<file path="src/rtl/serdes_pkg.sv">
// Shared SERDES symbol constants and TX SKP inserter state type.
package serdes_pkg;

    localparam int unsigned SYM_W = 10;

    // COM+SKP clock-compensation pair, also recognised by the RX elastic buffer
    localparam logic [SYM_W-1:0] SKP_SYM1 = 10'h0f9;
    localparam logic [SYM_W-1:0] SKP_SYM2 = 10'h306;

    typedef enum logic [0:0] {
        PASS = 1'b0,
        SKP  = 1'b1
    } tx_skp_state_e;

endpackage

</file>
<file path="src/rtl/skp_interval_timer.sv">
// Counts output symbol loads and pulses accrue_c on the load that completes an interval.
module skp_interval_timer #(
    parameter int unsigned SKP_INTERVAL = 354
) (
    input  logic clk,
    input  logic rst_n,
    input  logic tick,
    output logic accrue_c
);

    localparam int unsigned CNT_W = $clog2(SKP_INTERVAL);
    localparam logic [CNT_W-1:0] CNT_MAX = CNT_W'(SKP_INTERVAL - 1);

    logic [CNT_W-1:0] cnt_q;
    logic [CNT_W-1:0] cnt_d;

    // Advance on each load; wrap and pulse accrue at the last position
    always_comb begin
        cnt_d    = cnt_q;
        accrue_c = 1'b0;
        if (tick) begin
            if (cnt_q == CNT_MAX) begin
                cnt_d    = '0;
                accrue_c = 1'b1;
            end else begin
                cnt_d = cnt_q + CNT_W'(1);
            end
        end
    end

    // Interval counter register with synchronous reset
    always_ff @(posedge clk) begin
        if (!rst_n) begin
            cnt_q <= '0;
        end else begin
            cnt_q <= cnt_d;
        end
    end

endmodule

</file>
<file path="src/rtl/tx_skp_inserter.sv">
// Inserts COM+SKP pairs into the TX symbol stream at packet boundaries.
module tx_skp_inserter
    import serdes_pkg::*;
#(
    parameter int unsigned SKP_INTERVAL = 354,
    parameter int unsigned OWED_WIDTH   = 4
) (
    input  logic                  lclk,
    input  logic                  lrst_n,
    input  logic                  skp_en,
    input  logic [SYM_W-1:0]      data_in,
    input  logic                  data_in_vld,
    input  logic                  data_in_last,
    output logic                  data_in_rdy,
    input  logic                  out_rdy,
    output logic [SYM_W-1:0]      data_out,
    output logic                  data_out_vld,
    output logic [OWED_WIDTH-1:0] skp_owed,
    output logic                  skp_overflow
);

    localparam logic [OWED_WIDTH-1:0] OWED_MAX = '1;

    tx_skp_state_e         state_q, state_d;
    logic [SYM_W-1:0]      data_out_q, data_out_d;
    logic                  data_out_vld_q, data_out_vld_d;
    logic [OWED_WIDTH-1:0] skp_owed_q, skp_owed_d;
    logic                  skp_overflow_q, skp_overflow_d;
    logic                  at_boundary_q, at_boundary_d;

    logic adv_c;
    logic skp_due_c;
    logic load_c;
    logic dec_c;
    logic rdy_c;
    logic accrue_c;

    skp_interval_timer #(
        .SKP_INTERVAL (SKP_INTERVAL)
    ) u_timer (
        .clk      (lclk),
        .rst_n    (lrst_n),
        .tick     (load_c),
        .accrue_c (accrue_c)
    );

    // Next-state and output-register selection; a started pair always completes
    always_comb begin
        state_d        = state_q;
        data_out_d     = data_out_q;
        data_out_vld_d = data_out_vld_q;
        at_boundary_d  = at_boundary_q;
        load_c         = 1'b0;
        dec_c          = 1'b0;
        rdy_c          = 1'b0;
        adv_c          = !data_out_vld_q || out_rdy;
        skp_due_c      = at_boundary_q && (skp_owed_q != '0) && skp_en;

        if (adv_c) begin
            case (state_q)
                PASS: begin
                    if (skp_due_c) begin
                        data_out_d     = SKP_SYM1;
                        data_out_vld_d = 1'b1;
                        load_c         = 1'b1;
                        state_d        = SKP;
                    end else begin
                        rdy_c = 1'b1;
                        if (data_in_vld) begin
                            data_out_d     = data_in;
                            data_out_vld_d = 1'b1;
                            at_boundary_d  = data_in_last;
                            load_c         = 1'b1;
                        end else begin
                            data_out_vld_d = 1'b0;
                        end
                    end
                end
                SKP: begin
                    data_out_d     = SKP_SYM2;
                    data_out_vld_d = 1'b1;
                    load_c         = 1'b1;
                    dec_c          = 1'b1;
                    state_d        = PASS;
                end
                default: begin
                    state_d = PASS;
                end
            endcase
        end
    end

    // Owed-pair bookkeeping: accrual and completed pair cancel when coincident
    always_comb begin
        skp_owed_d     = skp_owed_q;
        skp_overflow_d = skp_overflow_q;
        if (accrue_c && !dec_c) begin
            if (skp_owed_q == OWED_MAX) begin
                skp_overflow_d = 1'b1;
            end else begin
                skp_owed_d = skp_owed_q + OWED_WIDTH'(1);
            end
        end else if (dec_c && !accrue_c) begin
            skp_owed_d = skp_owed_q - OWED_WIDTH'(1);
        end
    end

    // State and output registers with synchronous active-low reset
    always_ff @(posedge lclk) begin
        if (!lrst_n) begin
            state_q        <= PASS;
            data_out_q     <= '0;
            data_out_vld_q <= 1'b0;
            skp_owed_q     <= '0;
            skp_overflow_q <= 1'b0;
            at_boundary_q  <= 1'b1;
        end else begin
            state_q        <= state_d;
            data_out_q     <= data_out_d;
            data_out_vld_q <= data_out_vld_d;
            skp_owed_q     <= skp_owed_d;
            skp_overflow_q <= skp_overflow_d;
            at_boundary_q  <= at_boundary_d;
        end
    end

    assign data_in_rdy  = lrst_n && rdy_c;
    assign data_out     = data_out_q;
    assign data_out_vld = data_out_vld_q;
    assign skp_owed     = skp_owed_q;
    assign skp_overflow = skp_overflow_q;

endmodule

</file>
<file path="config.mk">
export PLATFORM = sky130hd
export DESIGN_NAME = tx_skp_inserter
export DESIGN_NICKNAME = d
export VERILOG_FILES = /design/src/rtl/serdes_pkg.sv /design/src/rtl/skp_interval_timer.sv /design/src/rtl/tx_skp_inserter.sv
export SDC_FILE = /design/constraint.sdc
export NUM_CORES = 1
export LEC_CHECK = 0
export BUFFER_PORTS_ARGS = -buffer_cell sky130_fd_sc_hd__buf_2
export CAP_MARGIN = 20
export CORE_MARGIN = 3
export CORE_UTILIZATION = 52
export CTS_CLUSTER_SIZE = 14
export DETAILED_ROUTE_END_ITERATION = 10
export HOLD_SLACK_MARGIN = 0.12
export PLACE_DENSITY_LB_ADDON = 0.1
export REMOVE_ABC_BUFFERS = 1
export SYNTH_ARGS = -nofsm -noshare
export SYNTH_HDL_FRONTEND = slang
export SYNTH_SLANG_ARGS = --single-unit
</file>
<file path="constraint.sdc">
create_clock -name lclk -period 2.98 [get_ports lclk]
set_clock_uncertainty 0.1 [all_clocks]
set_input_delay 0.298 -clock lclk [delete_from_list [all_inputs] [get_ports lclk]]
set_output_delay 0.298 -clock lclk [all_outputs]
set_load 0.01 [all_outputs]
</file>
# After elaboration in Yosys (flattened, before gate mapping)
# Index checks and enable logic that the tools add are counted.
[classes] addsub=3 eq_ne=4 n_mux=20 bitwise_logic=2 n_reduce_logical=15
[op_table] op="2-to-1 mux 10 bit" count=2
[op_table] op="one-hot mux 10 bit (2 select lines)" count=1
[op_table] op="2-to-1 mux 4 bit" count=3
[op_table] op="2-to-1 mux 1 bit" count=11
[op_table] op="adder 9 x 1 -> 9 bit, second input constant" count=1
[op_table] op="== test 9 bit, second input constant" count=1
[op_table] op="2-to-1 mux 9 bit" count=1
[op_table] op="AND reduction 2 bit" count=3
[op_table] op="logical AND 1 bit" count=5
[op_table] op="adder 4 x 1 -> 4 bit, second input constant" count=1
[op_table] op="== test 4 bit, second input constant" count=1
[op_table] op="one-hot mux 1 bit (2 select lines)" count=2
[op_table] op="AND reduction 4 bit" count=1
[op_table] op="nonzero test 4 bit" count=1
[op_table] op="subtractor 4 x 1 -> 4 bit, second input constant" count=1
[op_table] op="zero test 1 bit" count=3
[op_table] op="!= test 3 bit, second input constant" count=1
[op_table] op="!= test 2 bit, second input constant" count=1
[op_table] op="inverter 1 bit" count=2
[op_table] op="nonzero test 2 bit" count=1
[op_table] op="logical OR 1 bit" count=1
[word_totals] reg_bits=27 input_bits=16 output_inout_bits=17 wordCells=51

# Depth between registers and ports, before layout
# Gate-level depths: netlist (run 1).
[depth] word_depth=11 depth_mapped=11 ltp_nobuf=11

# Hierarchy
# From an unflattened synthesis (run 1), not the netlist that was laid out.
[unflattened] cells_unflattened=151 area_unflattened_um2=1376.3
[modules_own_cells] mod="tx_skp_inserter" instances=1 cells_each=103 area_each_um2=928.4 seq_area_each_um2=360.3
[modules_own_cells] mod="skp_interval_timer" instances=1 cells_each=48 area_each_um2=447.9 seq_area_each_um2=180.2

# Least setup slack after synthesis (run 1)
# Ideal clock, no wire load.
[synth_path] kind="register to register" start="reg u_timer.cnt_q[3]" end="reg skp_owed_q[3], in the netlist skp_owed[3]" setup_time_ns=0.130 t_arrival_ns=2.353 required_time_ns=2.750 path_slack_ns=0.397 path_stages_with_launch=10 path_buffers=0 period_less_slack_ns=2.583 cell_sequence="dfxtp_1 -> nor4b_1 -> and3_1 -> nand3_1 -> ha_1 -> a21o_2 -> a21o_1 -> or4_1 -> a21oi_1 -> nor3b_1"
[synth_via] elab_chain_cells=7 word_cells_on_any_way=10 classes_between="eq/ne: 2; mux: 3; reduce/logical: 5"
[synth_rtl] element="start: declaration" line="skp_interval_timer.sv:14" rtl="logic [CNT_W-1:0] cnt_q;"
[synth_rtl] element="start signal: assignment" line="skp_interval_timer.sv:36" rtl="cnt_q <= cnt_d;"
[synth_rtl] element="== test 9 bit (*)" line="skp_interval_timer.sv:22" rtl="if (cnt_q == CNT_MAX) begin"
[synth_rtl] element="2-to-1 mux 1 bit (*)" line="skp_interval_timer.sv:22"
[synth_rtl] element="2-to-1 mux 1 bit (*)" line="skp_interval_timer.sv:21" rtl="if (tick) begin"
[synth_rtl] element="zero test 1 bit" line="tx_skp_inserter.sv:103" rtl="end else if (dec_c && !accrue_c) begin"
[synth_rtl] element="logical AND 1 bit" line="tx_skp_inserter.sv:103"
[synth_rtl] element="nonzero test 2 bit (no line)"
[synth_rtl] element="AND reduction 2 bit (no line)"
[synth_rtl] element="end signal: assignment" line="tx_skp_inserter.sv:121" rtl="skp_owed_q <= skp_owed_d;"
[synth_rtl] element="end: declaration" line="tx_skp_inserter.sv:27" rtl="logic [OWED_WIDTH-1:0] skp_owed_q, skp_owed_d;"
# Every way passes the cells marked *; elsewhere a longest branch is shown, timed or not.
# A chain may end at the register's enable or synchronous reset.

# Final worst setup path (run 1)
# Ends and elaborated chain as after synthesis.

==> metrics.cfg, run 1 <==
[status]
status=finished, final reports clean

[global_route]
grt_usage_pct=17.7
grt_pass1_vias=1084
grt-ovfl-total=0
grt_pass1_wl_um=4680
antenna_found_initial=0
grt_max_degree=19

[clock_tree]
numCtsBuffers=3
clk_pin_slew_ns=0.14
ctsRootBufferMaster=clkbuf_4
cts_buffer_depth=2
h-tree-depth=1
cts_sinks=27
cts_tree=yes
clkLatencyLatePin_ns=0.31

[critical_path]
critPathBufInv=0
r2r-start=u_timer.cnt_q[3]$_SDFFE_PN0P_
rr_endpoint=skp_owed[3]$_SDFFE_PN0P_
start_kind=flop
required_ns=3.08
crit_start=u_timer.cnt_q[3]$_SDFFE_PN0P_
crit_type=reg -> reg
ff2ff_setup_slack_ns=0.21
reg2reg_depth=9
cp_data_arrival_time_ns=2.87
slowest_delay_ns=0.42
crit_path_max_fanout=6
crit_slowest_cell=or4_1
end_kind=flop
path_cells=nor4b_2, and3_4, nand3_1, ha_1, a21o_2, a21o_1, or4_1, a21oi_1, nor3b_1
cpLargestDelayFamily=simple AND/OR/NAND/NOR gates

[sta]
max_freq_ghz=0.361
setup-violations-final=0
tightest_slew_ns=0.439
hold_slack_ns=0.139
layout_worst_path_cycle_share_pct=93.1
hold_viol=0
fin_setup_tns_ns=0
relSlewSlack_pct=70.7
slew_violations=0
period_minus_slack_ns=2.77
rsz0062_at_grt=no

[yosys]
ys_ff_latch=27
yosys_warnings=0
syn_area_mm2=0.00134
avgSynthCellArea_um2=8.77
seq_area_frac_synth_pct=40.3
ys_types=38
syn_inst=153

[final_layout]
syn2layout_area_growth_pct=15.3
mostFrequentLayoutCell=buf_2
final_cell_mix=32 x buf_2, 25 x dfxtp_1, 18 x a21oi_1, 12 x nand2_1, 12 x nor2_1
seq_area_um2=543
multiInputGateArea_um2=747
antenna_cells=0
fillers=194
num-nets-final=206
final_layout_size_suffix_gt1_share_pct=25.0

[placed_design]
gp_congestion=0.802
dp_hpwl_um=2070
port_buffers=32

[die]
die_x_um=56.8
num_rows=17
start_util_pct=57.9
dieArea_mm2=0.00323
ioPinCount=33
die_h_um=56.8
core_area_mm2=0.00232

[worst_hold_path]
min_path_cells=2
hp-class=in -> reg
hold_end=at_boundary_q$_SDFFE_PN1P_
worstHoldStart=lrst_n

[pwr]
p_leak_nw=0.668
power.density_mw_per_mm2=409
vdd_ir_drop_max_uv=251

[detailed_routing]
drtIter0Drc=40
wire_per_inst_um=13.0
drc_errors=0
routed_wl_um=2760
drtPass1Iterations=4
vias_per_cell=5.75
antenna_left=0
vias=1218

[run]
max_cap_viol_count=0

==> layout make-up <==
type / instances / area share, %
timing repair buffer: 34 / 11.5
tap: 28 / 2.26
clock buffer: 4 / 1.70
inverter: 5 / 1.21
multi-input combinational: 114 / 48.3
sequential: 27 / 35.1
==> state kept, by name, indices dropped and copies added, names as in the netlist <==
signal,flops
at_boundary_q,1
state_q,1
data_out,10
skp_overflow,1
u_timer.cnt_q,9
data_out_vld,1
skp_owed,4
==> repair_timing <==
| item | CTS | global route |
|---|---|---|
| setup endpoints to repair | 0 | 1 |
| endpoints found under the hold margin | 1 | 0 |
| gates resized for setup | 0 | 5 |
| setup buffers | 0 | 0 |
| hold buffers | 1 | 0 |
==> through the flow <==
step | instances | worst slack, ns | util [%] | area (um^2) | power [W]
6_report | 212 | 0.207 | 66.8 | 1550 | 0.000633
4_1_cts | 212 | 0.127 | 66.2 | 1530 | 0.000638
3_3_place_gp | 207 | 0.287 | 64.6 | 1500 | 0.000484
3_5_place_dp | 207 | 0.154 | 64.6 | 1500 | 0.000487
2_1_floorplan | 146 | 0.400 | - | 1290 | 0.000450
5_1_grt | 212 | 0.00564 | 66.8 | 1550 | 0.000666
==> kinds of logic (layout without fill, tap and decap cells) <==
logic type	after synthesis	count (layout)	share of synthesized area, %
and+or+nand+nor	57	57	22.9
AOI/OAI and AO/OA	43	43	20.7
DFF	27	27	40.3
buffers and inverters	12	43	4.94
xor gates and xnor gates	8	8	5.22
adders and majority gates	5	5	5.22
muxes	1	1	0.746
==> metal layers <==
layer / wire (um) / GRT usage [%] / up-vias
li1: - / - / 610
met3: 155 / 2.53 / 2
met1: 1280 / 24.0 / 562
met4: 18 / 3.97 / 0
met5: 0 / 0 / -
met2: 1300 / 29.7 / 44
==> report_power, final <==
part           switching [W]  internal, W
logic              0.0000520    0.0000393
clock network      0.0000994    0.0000522
registers          0.0000117     0.000378
total               0.000163     0.000470
==> worst max-delay path by stage <==
stage               slack [ns]  depth (start not counted)                        to
floorplan                 0.40                          9  skp_owed[3]$_SDFFE_PN0P_
detailed placement        0.15                          9  skp_owed[3]$_SDFFE_PN0P_
global route             0.006                          9  skp_owed[3]$_SDFFE_PN0P_
finish                    0.21                          9  skp_owed[3]$_SDFFE_PN0P_
global placement          0.29                          9  skp_owed[3]$_SDFFE_PN0P_
CTS                       0.13                          9  skp_owed[3]$_SDFFE_PN0P_
==> synthesized netlist by cell type, drive strengths merged <==
cell    count  area share, %
nand4       3            1.4
nor4b       1           0.65
buf         5            3.0
nand2      13            3.8
nand2b      1           0.47
nand3      11            4.1
and3        5            2.3
a211oi      1           0.93
nor3b       1           0.56
inv         5            1.4
clkbuf      2           0.56
dfxtp      27             40
xor2        6            3.9
o211ai      6            3.4
a21o        3            1.8
and2        2           0.93
nor4        1            1.6
o21a        1           0.56
o31ai       3            1.7
xnor2       2            1.3
a31oi       2           0.93
a21oi      19            7.9
or2         1           0.47
fa          1            1.5
nor2       12            3.4
ha          4            3.7
or4         3            1.7
mux2i       1           0.75
o21ai       7            2.9
nor2b       2           0.93
a311oi      1           0.65
and4        1           0.65
(Power assumes the default switching activity.)
==> inputs of run 2 (changes only) <==
==> constraint.sdc (replaced) <==
create_clock -name lclk -period 2.98 [get_ports lclk]
set_clock_uncertainty 0.1 [all_clocks]
set_input_delay 0.447 -clock lclk [delete_from_list [all_inputs] [get_ports lclk]]
set_output_delay 0.447 -clock lclk [all_outputs]
set_load 0.01 [all_outputs]
==> metrics.cfg, run 2 (synthesis results as in run 1) <==
[status]
status=finished, final reports clean

[final_layout]
fin_area_mm2=0.00153
num-nets-final=205
mostFrequentLayoutCell=buf_2
final_cell_mix=32 x buf_2, 27 x dfxtp_1, 18 x a21oi_1, 12 x nand2_1, 12 x nor2_1
antenna_cells=0
largest_reg_flops=10
fillers=216
syn2layout_area_growth_pct=14.0
final_layout_size_suffix_gt1_share_pct=23.5

[clock_tree]
cts_buffer_depth=2
h-tree-depth=1
cts_hold_buf=0
cts_tree=yes
ctsRootBufferMaster=clkbuf_4
clk_pin_slew_ns=0.15
cts_sinks=27
numCtsBuffers=3
clkLatencyLatePin_ns=0.33

[die]
num_rows=17
dieArea_mm2=0.00323
core_area_mm2=0.00232
die_h_um=56.8
die_x_um=56.8
ioPinCount=33
start_util_pct=57.9

[pwr]
vdd_ir_drop_max_uv=306
power.density_mw_per_mm2=420
p_leak_nw=0.665

[detailed_routing]
wl_met2_um=1340
wire_per_inst_um=13.6
drtPass1Iterations=4
vias=1216
maxUsedRoutingLayer=met4
vias_per_cell=5.76
wl_met3_um=158
routed_wl_um=2870
drc_errors=0
drtIter0Drc=42
met1_length_um=1310
antenna_left=0

[global_route]
grt-ovfl-total=0
grt_max_degree=19
grt_pass1_wl_um=4930
grt_usage_pct=18.9
grt_pass1_vias=1152
antenna_found_initial=0

[sta]
rsz0062_at_grt=no
hold_viol=0
setup-violations-final=0
period_minus_slack_ns=2.82
slew_violations=0
max_freq_ghz=0.355
fin_setup_tns_ns=0
layout_worst_path_cycle_share_pct=94.7
relSlewSlack_pct=68.9
tightest_slew_ns=0.465

[placed_design]
place_area_mm2=0.00150
dp_hpwl_um=2150
port_buffers=32
gp_congestion=0.785

[critical_path]
path_cells=nor4_4, o21ai_0, nand3_1, ha_1, a21o_2, a21o_1, or4_1, nand3_1, nor3b_1
crit_slowest_cell=dfxtp_1
cp_data_arrival_time_ns=2.99
required_ns=3.15
start_kind=flop
end_kind=flop
slowest_delay_ns=0.54
crit_type=reg -> reg
ff2ff_setup_slack_ns=0.16
crit_top_cell=nand3_1
crit_path_max_fanout=6

[run]
max_cap_viol_count=0

[worst_hold_path]
hp-class=in -> reg

[run 2: worst max-delay path: cells and delay by family (launching register included)]
| kind | cells | cell delay (ns) |
|---|---|---|
| flip-flops | 1 | 0.54 |
| AND/OR/NAND/NOR | 5 | 1.06 |
| AO/OA/AOI/OAI | 3 | 0.72 |
| adder cells (fa/ha/maj) | 1 | 0.34 |
[run 2: stage by stage]
step           power, W  hold WS (ns)  setup slack (ns)  instances  util, %
5_1_grt        0.000674         0.231            0.0107        211     66.0
6_report       0.000643         0.231             0.159        211     66.0
2_1_floorplan  0.000450         0.343             0.400        146        -
4_1_cts        0.000647         0.224             0.137        211     65.7
3_5_place_dp   0.000488         0.343             0.185        207     64.6
3_3_place_gp   0.000484         0.337             0.280        207     64.6
[run 2: cell type report]
| type | count | area [um^2] | area share (%) |
|---|---|---|---|
| well taps | 28 | 35.0 | 2.29 |
| clock buffers | 4 | 26.3 | 1.72 |
| inverters | 5 | 18.8 | 1.23 |
| flip-flops and latches | 27 | 541 | 35.3 |
| multi-input cells | 114 | 742 | 48.5 |
| repair buffers | 33 | 168 | 11.0 |
[run 2: what timing repair did]
| item | in CTS | in global routing |
|---|---|---|
| endpoints found under the setup margin | 0 | 1 |
| setup buffers | 0 | 0 |
| resized for setup | 0 | 1 |
| hold endpoints to repair | 0 | 0 |
[run 2: metal layers]
layer,up-vias,track usage (%)
li1,607,-
met1,565,24.8
met2,39,31.8
met3,5,2.07
met4,0,6.95
met5,-,0
[run 2: path summary, 6_finish.rpt]
path	depth (start not counted)	startpoint	to
setup / recovery	9	skp_owed[0]$_SDFFE_PN0P_	skp_owed[3]$_SDFFE_PN0P_
hold / removal	3	data_in_last	at_boundary_q$_SDFFE_PN1P_
setup reg to reg	9	skp_owed[0]$_SDFFE_PN0P_	skp_owed[3]$_SDFFE_PN0P_
hold reg to reg	2	data_out[0]$_SDFFE_PN0P_	data_out[0]$_SDFFE_PN0P_
[run 2: where the power goes]
group          total (W)  switching [W]  internal, W  leakage, nW
registers       0.000389      0.0000109     0.000378        0.221
clock network   0.000163       0.000111    0.0000526       0.0150
logic          0.0000905      0.0000520    0.0000385        0.429
total           0.000643       0.000174     0.000469        0.665
